## src/rtl/fir_tdm_multich.sv

```systemverilog
// fir_tdm_multich: multi-channel FIR filter that time-shares one MAC across all channels.
// Define FIR_OUT_SAT_EN to saturate out_data when O_W is narrower than full precision.
module fir_tdm_multich #(
    parameter int D_W  = 12,
    parameter int C_W  = 16,
    parameter int TAPS = 16,
    parameter int N_CH = 4,
    parameter int O_W  = 32,
    localparam int CH_W = (N_CH > 1) ? $clog2(N_CH) : 1,
    localparam int TW   = $clog2(TAPS)
) (
    input  logic                  clock,
    input  logic                  reset,
    input  logic                  in_valid,
    output logic                  in_ready,
    input  logic [CH_W-1:0]       in_ch,
    input  logic signed [D_W-1:0] in_data,
    input  logic                  coef_we,
    input  logic [TW-1:0]         coef_addr,
    input  logic signed [C_W-1:0] coef_data,
    output logic                  out_valid,
    output logic [CH_W-1:0]       out_ch,
    output logic signed [O_W-1:0] out_data
);

    localparam int P_W = D_W + C_W;
    localparam int A_W = P_W + TW;

    typedef enum logic [1:0] {
        IDLE,
        MAC,
        OUT
    } state_t;

    state_t state_q, state_d;

    logic signed [C_W-1:0] coef  [TAPS];
    logic signed [D_W-1:0] dline [N_CH][TAPS];
    logic [TW-1:0]         wptr  [N_CH];

    logic [CH_W-1:0]       ch_q;
    logic [TW-1:0]         base_q;
    logic [TW-1:0]         k_q;
    logic [TW-1:0]         rd_idx;
    logic signed [A_W-1:0] acc_q;
    logic signed [P_W-1:0] prod;
    logic [O_W-1:0]        res;
    logic                  ch_ok;
    logic                  accept;
    logic                  coef_wr;
    logic                  last_tap;

    // Only reachable as false when N_CH is not a power of two.
    assign ch_ok    = 32'(in_ch) < 32'(N_CH);
    assign last_tap = (k_q == TW'(TAPS - 1));
    assign rd_idx   = base_q - k_q;
    assign prod     = P_W'(coef[k_q])
                    * P_W'(dline[ch_q][rd_idx]);

    always_comb begin
        state_d  = state_q;
        in_ready = 1'b0;
        accept   = 1'b0;
        coef_wr  = 1'b0;
        unique case (state_q)
            IDLE: begin
                in_ready = ~reset;
                coef_wr  = coef_we;
                accept   = in_valid;
                if (in_valid && ch_ok) begin
                    state_d = MAC;
                end
            end
            MAC: begin
                if (last_tap) begin
                    state_d = OUT;
                end
            end
            OUT: begin
                state_d = IDLE;
            end
            default: begin
                state_d = IDLE;
            end
        endcase
    end

    always_ff @(posedge clock) begin
        if (reset) begin
            state_q <= IDLE;
        end else begin
            state_q <= state_d;
        end
    end

    always_ff @(posedge clock) begin
        if (reset) begin
            for (int t = 0; t < TAPS; t++) begin
                coef[t] <= '0;
            end
            for (int c = 0; c < N_CH; c++) begin
                wptr[c] <= '0;
                for (int t = 0; t < TAPS; t++) begin
                    dline[c][t] <= '0;
                end
            end
            ch_q      <= '0;
            base_q    <= '0;
            k_q       <= '0;
            acc_q     <= '0;
            out_valid <= 1'b0;
            out_ch    <= '0;
            out_data  <= '0;
        end else begin
            out_valid <= 1'b0;
            // Coefficient write lands before the MAC reads it.
            if (coef_wr) begin
                coef[coef_addr] <= coef_data;
            end
            if (accept && ch_ok) begin
                dline[in_ch][wptr[in_ch]] <= in_data;
                ch_q   <= in_ch;
                base_q <= wptr[in_ch];
                k_q    <= '0;
                acc_q  <= '0;
            end
            if (state_q == MAC) begin
                acc_q <= acc_q + A_W'(prod);
                k_q   <= k_q + TW'(1);
                if (last_tap) begin
                    wptr[ch_q] <= wptr[ch_q] + TW'(1);
                end
            end
            if (state_q == OUT) begin
                out_valid <= 1'b1;
                out_ch    <= ch_q;
                out_data  <= res;
            end
        end
    end

    generate
        if (O_W >= A_W) begin : g_ext
            assign res = O_W'(acc_q);
        end else begin : g_nar
`ifdef FIR_OUT_SAT_EN
            logic ovf;
            // Overflow when the bits above the output sign are not a sign extension.
            assign ovf = (acc_q[A_W-1:O_W-1] != '0)
                      && (acc_q[A_W-1:O_W-1] != '1);
            assign res = ovf
                ? {acc_q[A_W-1], {(O_W-1){~acc_q[A_W-1]}}}
                : acc_q[O_W-1:0];
`else
            assign res = acc_q[O_W-1:0];
`endif
        end
    endgenerate

endmodule
```

## config.mk

```make
export PLATFORM = sky130hd
export DESIGN_NAME = fir_tdm_multich
export DESIGN_NICKNAME = d
export VERILOG_FILES = /design/src/rtl/fir_tdm_multich.sv
export SDC_FILE = /design/constraint.sdc
export NUM_CORES = 2
export LEC_CHECK = 0
export ABC_AREA = 1
export CAP_MARGIN = 20
export CELL_PAD_IN_SITES_DETAIL_PLACEMENT = 0
export CELL_PAD_IN_SITES_GLOBAL_PLACEMENT = 1
export CORE_MARGIN = 1
export CORE_UTILIZATION = 25
export CTS_CLUSTER_DIAMETER = 30
export DETAILED_ROUTE_END_ITERATION = 8
export HOLD_SLACK_MARGIN = 0.1
export PLACE_DENSITY = 0.57
export SLEW_MARGIN = 20
export SYNTH_ARGS = -nofsm -noshare
export SYNTH_HDL_FRONTEND = slang
export SYNTH_SLANG_ARGS = --single-unit
```

## constraint.sdc

```tcl
create_clock -name clock -period 14.53 [get_ports clock]
set_clock_uncertainty 0.2 [all_clocks]
set_input_delay 2.906 -clock clock [delete_from_list [all_inputs] [get_ports clock]]
set_output_delay 2.906 -clock clock [all_outputs]
set_load 0.005 [all_outputs]
```

Word level (Yosys, flattened, before mapping):

Memories as Yosys holds them, arrays and structs flattened. A register that Yosys moved wholly into a read port is not among the register bits.
Index checks and enable logic that the tools add are counted.

* equal/unequal tests: 5
* add/sub/neg operators: 4
* multiplexer cells: 43
* reduce and logical (&&, ||, !) cells: 7
* order comparisons: 3
* bitwise operators: 3
* $mul: 1

Operators by type and width (number)
* 192-bit 2-to-1 mux: 3
* 192-bit OR reduction: 1
* 32-bit 2-to-1 mux: 2
* 12-bit binary-select mux with 4-bit select: 1
* 12-bit demux with 4-bit select: 1
* 12-bit 2-to-1 mux: 3
* 32-bit by 28-bit adder with 32-bit output: 1
* 16-bit by 12-bit multiplier with 28-bit output: 1
* 4-bit 2-to-1 mux: 6
* 1-bit 2-to-1 mux: 17
* 16-bit 2-to-1 mux: 1
* 2-bit 2-to-1 mux: 8
* 16-bit OR reduction: 1
* 5-bit >= comparator (second input constant): 2
* 4-bit NOT with 5-bit output: 2
* 4-bit by 1-bit adder with 4-bit output (second input constant): 2
* 5-bit by 1-bit < comparator with 1-bit output (second input constant): 1
* 4-bit equality test (second input constant): 1
* 2-bit inequality test (second input constant): 2
* 2-bit one-hot mux with 2 select lines: 1
* 4-bit OR reduction: 1
* 4-bit subtractor: 1
* 2-bit by 1-bit equality test with 1-bit output (second input constant): 1
* 2-bit equality test (second input constant): 1
* 5 further kinds: 5

* output and inout bits: 36
* bits in writable memories: 1040
* input bits: 38
* memories kept: 3
* register bits: 79
* logic and storage cells: 77

Memories
* dline: depth 4, width 192, read ports 1, clocked after memory_dff 1, write ports 4, line 38 `logic signed [D_W-1:0] dline [N_CH][TAPS];`
* coef: depth 16, width 16, read ports 1, clocked after memory_dff 1, write ports 16, line 37 `logic signed [C_W-1:0] coef [TAPS];`
* wptr: depth 4, width 4, read ports 2, clocked after memory_dff 1, write ports 4, line 39 `logic [TW-1:0] wptr [N_CH];`

Longest topological paths before layout:

An unclocked memory read counts as a cell.

* word-level depth: 9
* gate-level depth with buffers: 36
* mapped depth without buffers: 33

Least setup slack after synthesis:

OpenSTA, ideal clock, no wires.

* kind: register -> register
* from: register k_q[0]
* to: register acc_q[31]
* data required time: 14198 ps
* setup time: 132 ps
* slack: 7563 ps
* period minus slack after synthesis: 6967 ps
* arrival: 6636 ps
* stages on the path, launching flop included: 31
* cells stage by stage: dfxtp_1 -> ha_1 -> inv_1 -> fa_1 -> inv_1 -> clkbuf_1 -> buf_1 -> nand3_1 -> nand3_1 -> nand3_1 -> nand2_1 -> nand2_1 -> fa_1 -> inv_1 -> fa_1 -> fa_1 -> fa_1 -> inv_1 -> fa_1 -> inv_1 -> ha_1 -> ha_1 -> nand2_1 -> nor2_1 -> and2_1 -> and2_1 -> nand2_1 -> nand2_1 -> nand2_1 -> nand3_1 -> a21oi_1

* cells in the longest elaborated chain, start to end: 8

RTL lines
* start, declared: line 43 `logic [TW-1:0] k_q;`
* start signal, assigned: line 129 `k_q <= k_q + TW'(1);`
* 4-bit subtractor: line 56 `assign rd_idx = base_q - k_q;`
* 4-bit NOT with 5-bit output (implied by the code): line 58 `* P_W'(dline[ch_q][rd_idx]);`
* 12-bit binary-select mux with 4-bit select: line 58
* 12-bit 2-to-1 mux (implied by the code) (2 in a row): line 58
* 16-bit by 12-bit multiplier with 28-bit output: line 58
* 32-bit by 28-bit adder with 32-bit output: line 128 `acc_q <= acc_q + A_W'(prod);`
* 32-bit 2-to-1 mux: line 127 `if (state_q == MAC) begin`
* end signal, assigned: line 128
* end, declared: line 45 `logic signed [A_W-1:0] acc_q;`

No other way between the ends. The select of a mux whose other input is x is not followed.
A chain may end at the register's enable or synchronous reset.

==> summary.txt <==
Part of the cycle the worst path needs - 0.6394
Post-DR wirelength/cell - 21.04 um
Highest clock rate - 107.6 MHz
Most frequent CP cell - nand3_1
Slew Viols, Final - 0
Flops & latches, synth - 1125
Die extent in y - 487.2 um
Critical Path RT - 15.04 ns
CTS Buffer Depth - 4
First DRT Iteration DRCs - 3657
Worst hold path class - register to register
Hold Vio Cnt, Final - 0
WP buf/inv - 4
CTS Hold Bufs - 0
Grt ovf - 0
FILL cells - 24270
CTS root buffer - clkbuf_16
Syn Std Cell Area - 0.05886 mm^2
Startpoint Class - register
Worst Setup Path Type - register to register
Site Rows - 177
Sequential share of the synthesized area - 0.5595
Pre-antenna DRT Iters - 5
Inst Count DP - 8963
Number of global-route vias before repair - 44870
Post-cts repair resize count - 0
Syn Inst Count - 6144
Clk_lat worst skew - 0.93 ns
Cell variety after synth - 43
Final nets - 6468
Starting Density - 0.2522
Gr usage total - 0.1661
Worst Hold Depth - 2
Initial antenna violation count - 5
Core area - 0.2334 mm^2
Area delta synth->final - 21.28%
Synth Warn # - 0
Slowest cell on the critical path - buf_4
First-pass GRT wire length - 295200 um
TritonCTS clock tree - done
Largest net degree at the start of global routing - 154
Number of buffers created by CTS - 285
Die area - 0.2374 mm^2
Rel. slew slack - 0.2290
# DRC - 0
Worst reg2reg path depth - 28
Worst path depth - 28
Final setup fails - 0
Final ANT Viol Nets - 0
Unrepaired setup endpoints after global routing - false
Clock Sink Count - 1125
Post-Syn Nets - 6494
Die W - 487.2 um
Clock transition at path regs - 0.04 ns
Layout cells sized above 1 - 0.08594
Hold_ws - 0.2579 ns
Non-Filler Instances - 9453
PortBufs - 73
Routed vias - 44340
Arrival time of the worst setup path - 9.80 ns
I/O Pins - 74
Yosys top cell area share - 0.5306
Crit path capture type - register
WL final - 198900 um
GPL Wtd Cong - 0.8516
DR vias/cell - 4.690
Leading area contributor after synthesis - edfxtp_1
H-tree depth - 5
Worst-Margin Slew - 1.155 ns
HPWL Detailed - 123600 um
Maxcap violations - 0
Setup TNS - 0 ns
CP Max Fanout - 88
Mean post-synth cell area - 9.580 um^2
Synth area leaders - edfxtp_1, nor2_1, fa_1
Delay-heaviest family, CP - adder cells
Final worst path period need - 9.291 ns
Status - completed
Setup Fix Bufs, Post-CTS - 0
Slowest stage delay, CP - 0.84 ns
==> final cells by class <==
class / instances / area (um^2) / area share
Clock inverter: 144 / 1549 / 0.02170
Inverter: 420 / 1612 / 0.02258
Tap cell: 3132 / 3919 / 0.05490
Sequential cell: 1125 / 32950 / 0.4615
Antenna cell: 3 / 7.507 / 0.0001052
Clock buffer: 343 / 7569 / 0.1060
Timing Repair Buffer: 134 / 1249 / 0.01749
Multi-Input combinational cell: 4152 / 22540 / 0.3157
==> registers in the layout (all words and copies together), names as in the netlist, named ones only <==
| register | cells |
|---|---|
| wptr | 16 |
| ch_q | 2 |
| coef | 256 |
| base_q | 4 |
| out_ch | 2 |
| k_q | 4 |
| dline | 768 |
| out_data | 32 |
| acc_q | 32 |
| out_valid | 1 |
| state_q | 2 |
==> cell usage after synthesis <==
cell type,count
inv_2,18
a21oi_1,159
o221ai_1,38
nor3b_4,2
nor3_4,2
nand3_2,21
a221oi_2,1
ha_1,88
nor3_1,9
o21bai_1,6
nand4_1,14
o22ai_1,18
nand2_2,3
o211ai_1,117
clkbuf_1,298
a21oi_4,1
fa_1,224
nand2_1,816
o31ai_1,1
or2_2,7
a21o_1,3
a22oi_1,3
buf_1,30
buf_6,2
a22oi_4,2
nand3b_1,3
dfxtp_1,85
inv_1,396
nor4_1,2
a22o_1,2
edfxtp_1,1040
nor2_2,2
buf_2,109
o21ai_0,393
and2_1,3
a221oi_1,2
nor2_4,3
buf_4,8
clkinv_1,6
xor2_1,2
xnor2_1,4
nor2_1,1671
nand3_1,530
==> per-stage QoR <==
stage | setup WS [ns] | util | instance area (um^2)
after floorplan | 7.563 | - | 58860
final | 5.239 | 0.3058 | 71390
after detailed placement | 5.294 | 0.2667 | 62260
after CTS | 5.218 | 0.3058 | 71380
after global placement | 5.380 | 0.2666 | 62220
after global routing | 4.510 | 0.3058 | 71390
==> logic make-up (layout without fill, tap and decap cells) <==
kind of cell,Yosys count,in the layout,share of synthesized area
buffers and inverters,867,1041,0.05837
adder cells (fa/ha/maj),312,312,0.09489
flip-flops,1125,1125,0.5595
XOR/XNOR,6,6,0.0008928
AO/OA/AOI/OAI,746,746,0.07293
AND/OR/NAND/NOR,3088,3088,0.2134
other,0,3,0
==> placed cells by master, fill, tap and decap left out, types with 29 or more instances in the layout <==
master and count:
o221ai_1 38, buf_4 56, edfxtp_1 1040, clkdlybuf4s50_1 72, clkbuf_1 44, nor2_1 1667
clkinv_1 45, bufinv_16 29, dfxtp_1 80, nand2_1 816, clkbuf_16 292, fa_1 223
inv_1 393, ha_1 87, nand3_1 530, o211ai_1 117, a21oi_1 159, o21ai_0 393
clkinv_2 48
==> per-layer routing <==
metal | wire length (um) | track usage | vias to the layer above
li1 | - | - | 20550
met1 | 88640 | 0.2218 | 22120
met2 | 93760 | 0.2712 | 1356
met3 | 11070 | 0.02790 | 313
met4 | 5392 | 0.05530 | 2
met5 | 13 | 0 | -
==> tightest hold or removal path: stages, from the launching register on <==
cell and delay (ns):
dfxtp_1 0.30, nand2_1 0.06, a21oi_1 0.05
==> final timing paths <==
path	slack, ns	to	start
worst max-delay path	5.24	acc_q[22]	register
worst min-delay path	0.26	acc_q[2]	acc_q[2]
worst max register to register	5.24	acc_q[22]	register
worst min register to register	0.26	acc_q[2]	acc_q[2]
Power is left out: the tool's default activity adds up to more than one toggle a clock period on the data nets, which glitch-free logic cannot reach.
